`config.mk`:
```
export PLATFORM = sky130hd
export DESIGN_NAME = bound_setter
export DESIGN_NICKNAME = d
export VERILOG_FILES = /design/src/rtl/bound_setter_pkg.sv /design/src/rtl/bound_setter_key_debounce.sv /design/src/rtl/bound_setter.sv
export SDC_FILE = /design/constraint.sdc
export NUM_CORES = 1
export LEC_CHECK = 0
export BUFFER_PORTS_ARGS = -buffer_cell sky130_fd_sc_hd__buf_2
export CORE_MARGIN = 2
export CORE_UTILIZATION = 46
export CTS_CLUSTER_DIAMETER = 50
export DETAILED_ROUTE_END_ITERATION = 10
export MAX_ROUTING_LAYER = met4
export SYNTH_ARGS = -nofsm -noshare
export SYNTH_HDL_FRONTEND = slang
export SYNTH_SLANG_ARGS = --single-unit
```
`constraint.sdc`:
```
create_clock -name clk -period 30.2 [get_ports clk]
set_input_delay 0 -clock clk [delete_from_list [all_inputs] [get_ports clk]]
set_output_delay 0 -clock clk [all_outputs]
set_load 0.01 [all_outputs]
```
`src/rtl/bound_setter_pkg.sv`:
```
// -----------------------------------------------------------------------------
// bound_setter_pkg
// Shared types, widths and helpers for the bound setter: FSM state encoding
// (codes double as the mode output), BCD digit pair type, repeat timing
// multipliers, and the BCD <-> binary helpers used on the edit path.
// Optional feature macro used elsewhere: BOUND_SETTER_AUTOREPEAT_EN.
// -----------------------------------------------------------------------------
package bound_setter_pkg;

   localparam int BOUND_W        = 6;
   localparam int BCD_W          = 4;
   localparam int RPT_START_MULT = 50;  // hold time before repeat, in debounce periods
   localparam int RPT_STEP_MULT  = 20;  // repeat period, in debounce periods

   typedef enum logic [1:0] {
      ST_IDLE     = 2'b00,
      ST_EDIT_MAX = 2'b01,
      ST_EDIT_MIN = 2'b10
   } state_e;

   typedef struct packed {
      logic [BCD_W-1:0] tens;
      logic [BCD_W-1:0] ones;
   } bcd_t;

   // tens*10 + ones without a multiplier.
   function automatic logic [BOUND_W-1:0] bcd_to_bin(input bcd_t v);
      logic [BOUND_W-1:0] t;
      t = {2'b00, v.tens};
      return (t << 3) + (t << 1) + {2'b00, v.ones};
   endfunction

   // Repeated subtraction; six steps cover every 6-bit value.
   function automatic bcd_t bin_to_bcd(input logic [BOUND_W-1:0] v);
      logic [BOUND_W-1:0] r;
      logic [BCD_W-1:0]   t;
      r = v;
      t = '0;
      for (int i = 0; i < 6; i++) begin
         if (r >= 6'd10) begin
            r = r - 6'd10;
            t = t + 4'd1;
         end
      end
      return '{tens: t, ones: r[BCD_W-1:0]};
   endfunction

   // Increment a BCD pair, wrapping to 00 once the value reaches limit.
   function automatic bcd_t bcd_inc(input bcd_t v, input logic [BOUND_W-1:0] limit);
      bcd_t r;
      if (bcd_to_bin(v) == limit) begin
         r = '0;
      end else if (v.ones == 4'd9) begin
         r.tens = v.tens + 4'd1;
         r.ones = 4'd0;
      end else begin
         r.tens = v.tens;
         r.ones = v.ones + 4'd1;
      end
      return r;
   endfunction

endpackage

```
`src/rtl/bound_setter_key_debounce.sv`:
```
// -----------------------------------------------------------------------------
// key_debounce
// One raw active-low push-button: 2-FF synchronizer, stability counter and
// press-pulse edge detector.
//   clk, rst  : clock, asynchronous active-high reset (debounced = released)
//   key_n     : raw active-low button
//   level_o   : debounced pressed level (only with BOUND_SETTER_AUTOREPEAT_EN)
//   press_o   : one-cycle pulse on the debounced released->pressed transition
// Event semantics: press_o is a single-cycle strobe with no ready/ack; the
// consumer must act on the clock edge that follows it or the event is lost.
// The pulse appears 2 + DEBOUNCE_CYCLES cycles after the raw edge.
// -----------------------------------------------------------------------------
module key_debounce #(
   parameter int DEBOUNCE_CYCLES = 500000
) (
   input  logic clk,
   input  logic rst,
   input  logic key_n,
`ifdef BOUND_SETTER_AUTOREPEAT_EN
   output logic level_o,
`endif
   output logic press_o
);

   localparam int CNT_W = $clog2(DEBOUNCE_CYCLES + 1);

   logic             sync1_q, sync1_d;
   logic             sync2_q, sync2_d;
   logic             level_q, level_d;
   logic             press_q, press_d;
   logic [CNT_W-1:0] cnt_q,   cnt_d;

   always_comb begin
      sync1_d = ~key_n;  // internally 1 = pressed
      sync2_d = sync1_q;
      level_d = level_q;
      press_d = 1'b0;
      cnt_d   = '0;
      // Count only while the synchronized sample disagrees with the accepted
      // level; a single agreeing sample restarts the count from zero.
      if (sync2_q != level_q) begin
         if (cnt_q == CNT_W'(DEBOUNCE_CYCLES - 1)) begin
            level_d = sync2_q;
            press_d = sync2_q;
         end else begin
            cnt_d = cnt_q + 1'b1;
         end
      end
   end

   always_ff @(posedge clk or posedge rst) begin
      if (rst) begin
         sync1_q <= 1'b0;
         sync2_q <= 1'b0;
         level_q <= 1'b0;
         press_q <= 1'b0;
         cnt_q   <= '0;
      end else begin
         sync1_q <= sync1_d;
         sync2_q <= sync2_d;
         level_q <= level_d;
         press_q <= press_d;
         cnt_q   <= cnt_d;
      end
   end

   assign press_o = press_q;
`ifdef BOUND_SETTER_AUTOREPEAT_EN
   assign level_o = level_q;
`endif

endmodule

```
`src/rtl/bound_setter.sv`:
```
// -----------------------------------------------------------------------------
// bound_setter
// Push-button editor for the LED bound flasher's max/min bounds. The user
// steps two-digit BCD values with the increment key and walks
// IDLE -> EDIT_MAX -> EDIT_MIN -> IDLE with the select key; the final select
// commits both bounds at once.
//   clk, rst   : clock, asynchronous active-high reset
//   key_n[1:0] : raw active-low buttons, [0]=increment, [1]=select/confirm
//   max_o/min_o: committed 6-bit binary bounds (change only on commit)
//   edit_tens/edit_ones : BCD digits shown (committed max in IDLE, working
//                         value while editing)
//   mode       : registered FSM state, 00 IDLE / 01 EDIT_MAX / 10 EDIT_MIN
//   upd        : one-cycle pulse on the cycle new bounds become visible
// Optional feature: define BOUND_SETTER_AUTOREPEAT_EN for increment auto-repeat.
// -----------------------------------------------------------------------------
module bound_setter
   import bound_setter_pkg::*;
#(
   parameter int DEBOUNCE_CYCLES = 500000,
   parameter int MAX_VAL         = 31,
   parameter int DEF_MAX         = 15,
   parameter int DEF_MIN         = 0
) (
   input  logic               clk,
   input  logic               rst,
   input  logic [1:0]         key_n,
   output logic [BOUND_W-1:0] max_o,
   output logic [BOUND_W-1:0] min_o,
   output logic [BCD_W-1:0]   edit_tens,
   output logic [BCD_W-1:0]   edit_ones,
   output logic [1:0]         mode,
   output logic               upd
);

   localparam logic [BOUND_W-1:0] MAX_VAL_B = BOUND_W'(MAX_VAL);
   localparam logic [BOUND_W-1:0] DEF_MAX_B = BOUND_W'(DEF_MAX);
   localparam logic [BOUND_W-1:0] DEF_MIN_B = BOUND_W'(DEF_MIN);

   logic inc_press, sel_press, inc_evt;

   state_e             state_q, state_d;
   bcd_t               work_q,  work_d;
   logic [BOUND_W-1:0] pend_q,  pend_d;
   logic [BOUND_W-1:0] max_q,   max_d;
   logic [BOUND_W-1:0] min_q,   min_d;
   logic               upd_q,   upd_d;

   logic [BOUND_W-1:0] work_bin;
   bcd_t               disp;

`ifdef BOUND_SETTER_AUTOREPEAT_EN
   logic inc_level, sel_level;

   key_debounce #(.DEBOUNCE_CYCLES(DEBOUNCE_CYCLES)) u_inc (
      .clk(clk), .rst(rst), .key_n(key_n[0]), .level_o(inc_level), .press_o(inc_press)
   );
   key_debounce #(.DEBOUNCE_CYCLES(DEBOUNCE_CYCLES)) u_sel (
      .clk(clk), .rst(rst), .key_n(key_n[1]), .level_o(sel_level), .press_o(sel_press)
   );

   localparam int RPT_START = RPT_START_MULT * DEBOUNCE_CYCLES;
   localparam int RPT_STEP  = RPT_STEP_MULT * DEBOUNCE_CYCLES;
   localparam int RPT_W     = $clog2(RPT_START + 1);

   logic [RPT_W-1:0] rpt_cnt_q, rpt_cnt_d;
   logic             rpt_act_q, rpt_act_d;
   logic             rpt_fire;

   // Phase 0 (rpt_act_q=0) waits out the initial hold; phase 1 fires one
   // extra increment per step period. Anything that ends the hold or
   // touches select returns to phase 0.
   always_comb begin
      rpt_cnt_d = rpt_cnt_q;
      rpt_act_d = rpt_act_q;
      rpt_fire  = 1'b0;
      if (!inc_level || inc_press || sel_level || sel_press || state_q == ST_IDLE) begin
         rpt_cnt_d = '0;
         rpt_act_d = 1'b0;
      end else if (!rpt_act_q) begin
         if (rpt_cnt_q == RPT_W'(RPT_START - 1)) begin
            rpt_cnt_d = '0;
            rpt_act_d = 1'b1;
         end else begin
            rpt_cnt_d = rpt_cnt_q + 1'b1;
         end
      end else begin
         if (rpt_cnt_q == RPT_W'(RPT_STEP - 1)) begin
            rpt_cnt_d = '0;
            rpt_fire  = 1'b1;
         end else begin
            rpt_cnt_d = rpt_cnt_q + 1'b1;
         end
      end
   end

   always_ff @(posedge clk or posedge rst) begin
      if (rst) begin
         rpt_cnt_q <= '0;
         rpt_act_q <= 1'b0;
      end else begin
         rpt_cnt_q <= rpt_cnt_d;
         rpt_act_q <= rpt_act_d;
      end
   end

   assign inc_evt = inc_press | rpt_fire;
`else
   key_debounce #(.DEBOUNCE_CYCLES(DEBOUNCE_CYCLES)) u_inc (
      .clk(clk), .rst(rst), .key_n(key_n[0]), .press_o(inc_press)
   );
   key_debounce #(.DEBOUNCE_CYCLES(DEBOUNCE_CYCLES)) u_sel (
      .clk(clk), .rst(rst), .key_n(key_n[1]), .press_o(sel_press)
   );

   assign inc_evt = inc_press;
`endif

   assign work_bin = bcd_to_bin(work_q);

   // Select is tested first in every state so a coincident increment is
   // dropped rather than folded into the value being latched.
   always_comb begin
      state_d = state_q;
      work_d  = work_q;
      pend_d  = pend_q;
      max_d   = max_q;
      min_d   = min_q;
      upd_d   = 1'b0;
      case (state_q)
         ST_IDLE: begin
            if (sel_press) begin
               state_d = ST_EDIT_MAX;
               work_d  = bin_to_bcd(max_q);
            end
         end
         ST_EDIT_MAX: begin
            if (sel_press) begin
               state_d = ST_EDIT_MIN;
               pend_d  = work_bin;
               // Start min editing at a legal value for the new max.
               work_d  = bin_to_bcd((min_q > work_bin) ? work_bin : min_q);
            end else if (inc_evt) begin
               work_d = bcd_inc(work_q, MAX_VAL_B);
            end
         end
         ST_EDIT_MIN: begin
            if (sel_press) begin
               state_d = ST_IDLE;
               max_d   = pend_q;
               min_d   = work_bin;
               upd_d   = 1'b1;
            end else if (inc_evt) begin
               work_d = bcd_inc(work_q, pend_q);
            end
         end
         default: begin
            state_d = ST_IDLE;
         end
      endcase
   end

   always_ff @(posedge clk or posedge rst) begin
      if (rst) begin
         state_q <= ST_IDLE;
         work_q  <= bin_to_bcd(DEF_MAX_B);
         pend_q  <= DEF_MAX_B;
         max_q   <= DEF_MAX_B;
         min_q   <= DEF_MIN_B;
         upd_q   <= 1'b0;
      end else begin
         state_q <= state_d;
         work_q  <= work_d;
         pend_q  <= pend_d;
         max_q   <= max_d;
         min_q   <= min_d;
         upd_q   <= upd_d;
      end
   end

   assign disp      = (state_q == ST_IDLE) ? bin_to_bcd(max_q) : work_q;
   assign edit_tens = disp.tens;
   assign edit_ones = disp.ones;
   assign max_o     = max_q;
   assign min_o     = min_q;
   assign mode      = state_q;
   assign upd       = upd_q;

endmodule

```
==> out/metrics.cfg <==
[outcome]
outcome=finished, final reports clean

[min_path]
hp-class=primary input to flip-flop
min_path_cells=3

[global_routing]
grt_pass1_vias=6170
grt_first_pass_wirelength_mm=29.5
overflow=0
antenna_found_initial=0
gr-usage-all-layers=0.221
grt_max_degree=76

[sta]
rsz0062_at_grt=false
setup_tns_ps=0
min_period_ps=11290
slew_headroom=0.311
hold_viol=0
post-route-period-util=0.374
setup_viol=0
holdWs_ps=333
tightest_slew_ps=1030
max_freq_mhz=88.6
drv_slew=0
clock-skew-final_ps=6.02

[pwr]
ir_drop_mv=0.0392
total_power_mw=0.209
p_comb_frac=0.022
pwr-share-seq=0.489
p_per_area_nw_per_um2=26.8
p_sw_mw=0.0478
leakagePower_nw=3.43
intPower_mw=0.161
switching_share=0.228
power_frac_clock=0.489

[clocking]
cts_sinks=75
cts_tree=done
clk_pin_slew_worst_paths_ps=60
cts_buffers=9
post-cts-setup-buffers=0
clock-root-buffer=clkbuf_16
htree_levels=3
ctsLongestPathBuffers=2
clk_latency_ps=340

[logic_synthesis]
syn_inst=874
synth_compound_area_frac=0.228
yosysUniqueCellTypes=91
synth.area.mux_share=0.0513
synth_top_family_by_area=simple AND/OR/NAND/NOR gates
async_flop_share=1.00
synth_edf_count=0
synthAdderAreaFrac=0.0926
ys_ff_latch=75
synth_seq_area_share=0.263
synth_xor_area_frac=0.0887
ys_warn_count=0
synth_ff_type=dfrtp_1
syn_area_per_cell_um2=8.23
yosys.area_share.simple=0.236
netlist_area_um2=7190
syn_nets=930

[critical_path]
r2r_cells=48
cp.arrival_ps=11560
max_stage_delay_ps=620
crit_path_end_kind=flip-flop
worstPathRequired_ps=30480
crit_top_cell=ha_1
cp-start-kind=flip-flop
setup.worst_path.class=flip-flop to flip-flop
critPathMaxFanout=11
crit_slowest_cell=dfstp_2

[route]
vias_per_cell=5.88
ant_nets=0
drc=0
first_iter_violations=574
drt_wl_total_mm=17.3
via_count=6505
drtPass1Iterations=6
avgRoutedWirePerCell_um=15.6

[cells_and_area]
instances_no_fill=1107
design_area_um2=7820
nets=947
drive_gt1_frac=0.129
antenna_cells=0
syn_to_final_growth_pct=8.70

[floorplanning]
die-area_um2=16700
io_pins=27
start_util=0.471
dieHeight_um=129
die_x_um=129
core_area_um2=15300
rows=45

[placed_design]
dp_hpwl_mm=13.2
placed_cell_area_um2=7500
portBuffers=26
gp_congestion=0.926
dp_cells=1088

[flow_run]
maxCapViolCount=0

-- timing repair --
action	CTS	global route
hold buffers	3	0
gates resized for setup	0	0
hold endpoints to repair	54	0
-- state kept, by name, indices dropped and copies added (netlist names) --
| name | cells |
|---|---|
| u_inc.sync1_q | 1 |
| work_q | 8 |
| u_sel.cnt_q | 19 |
| upd | 1 |
| mode | 2 |
| u_inc.cnt_q | 19 |
| u_sel.sync2_q | 1 |
| pend_q | 6 |
| u_sel.sync1_q | 1 |
| u_sel.level_q | 1 |
| u_inc.press_o | 1 |
| min_o | 6 |
| max_o | 6 |
| u_sel.press_o | 1 |
| u_inc.level_q | 1 |
| u_inc.sync2_q | 1 |
-- layer usage --
metal  up-vias  GRT usage  part of all wire
met5         -          -                 0
met4         0     0.0678             0.019
met3        34     0.0355             0.042
met2       146      0.347              0.46
met1      3100      0.295              0.48
li1       3225          -                 -
-- cells in the mapped netlist, types with 8 or more instances --
| library cell | count | area [µm²] |
|---|---|---|
| nand2_1 | 86 | 323 |
| o21ai_1 | 8 | 40.0 |
| dfrtp_1 | 64 | 1600 |
| or3_1 | 9 | 56.3 |
| mux2i_1 | 11 | 110 |
| inv_1 | 49 | 184 |
| ha_1 | 50 | 626 |
| a31oi_1 | 10 | 62.6 |
| xnor2_1 | 36 | 315 |
| nor4_1 | 9 | 56.3 |
| nor2_1 | 101 | 379 |
| a21oi_1 | 36 | 180 |
| nor3_1 | 21 | 105 |
| o21ai_0 | 46 | 230 |
| mux2_2 | 23 | 259 |
| clkbuf_1 | 19 | 71.3 |
| a211oi_1 | 8 | 60.1 |
| o211ai_1 | 8 | 60.1 |
| dfstp_2 | 11 | 289 |
| and3_1 | 13 | 81.3 |
| nand4_1 | 10 | 62.6 |
| xor2_1 | 35 | 307 |
| nand3_1 | 33 | 165 |
| and2_1 | 9 | 56.3 |
-- path summary, 6_finish.rpt --
path	slack (ps)	start	endpoint
min	330	key_n[0]	u_inc.sync1_q$_DFF_PP0_
max in group asynchronous	29080	rst	work_q[7]$_DFFE_PP0P_
min in group asynchronous	520	rst	u_sel.sync1_q$_DFF_PP0_
max	18910	work_q[4]$_DFFE_PP1P_	work_q[3]$_DFFE_PP0P_
max reg2reg	18910	work_q[4]$_DFFE_PP1P_	work_q[3]$_DFFE_PP0P_
min reg2reg	350	u_sel.sync1_q$_DFF_PP0_	u_sel.sync2_q$_DFF_PP0_
-- kinds of logic (layout without fill, tap and decap cells) --
kind of cell / count (synthesis) / after routing
xor+xnor: 72 / 72
fa+ha+maj: 52 / 52
mux: 34 / 34
simple gates: 343 / 343
compound gates: 222 / 222
buf+inv: 76 / 98
flops: 75 / 75
-- worst max-delay path, delay by kind of cell (launching register included) --
| family | cells | cell delay, ps |
|---|---|---|
| adder cells (fa/ha/maj) | 9 | 2440 |
| XOR/XNOR | 4 | 900 |
| AO/OA/AOI/OAI | 14 | 3650 |
| multiplexers | 1 | 380 |
| flip-flops | 1 | 620 |
| AND/OR/NAND/NOR | 15 | 2760 |
| buffers and inverters | 5 | 480 |
-- placed cells by master (no fill, tap or decap), drive strengths merged, types with 9 or more instances in the layout --
| cell | count |
|---|---|
| nand3 | 33 |
| xnor2 | 37 |
| nor2 | 102 |
| and2 | 9 |
| buf | 28 |
| a31oi | 12 |
| mux2i | 11 |
| nand2 | 86 |
| inv | 54 |
| xor2 | 35 |
| or3 | 9 |
| a21oi | 39 |
| mux2 | 23 |
| or2 | 12 |
| dfstp | 11 |
| nor3 | 22 |
| ha | 50 |
| o21ai | 54 |
| a211oi | 11 |
| dfrtp | 64 |
| nand4 | 11 |
| clkbuf | 10 |
| and3 | 13 |
| nor4 | 9 |
-- per-stage QoR --
stage	worst slack [ps]	util
global placement	19400	0.492
CTS	19030	0.512
detailed placement	19060	0.492
finish	18910	0.512
floorplan	20190	-
global route	17970	0.512
-- layout make-up --
type / instances / area, µm²
clock buffers: 10 / 239
clock inverters: 6 / 46.3
fillers: 1452 / 7440
inverters: 51 / 191
multi-input cells: 723 / 5010
flip-flops and latches: 75 / 1890
well taps: 211 / 264
repair buffers: 31 / 175
-- power by group through the flow --
stage	clock, mW	sequential [mW]	combinational [mW]
3_3_place_gp	0	0.104	0.00435
6_report	0.102	0.102	0.00452
4_1_cts	0.105	0.102	0.00474
2_1_floorplan	0	0.104	0.00322
5_1_grt	0.109	0.102	0.00544
3_5_place_dp	0	0.104	0.00442
No activity file was read; power rests on OpenSTA's default activity.
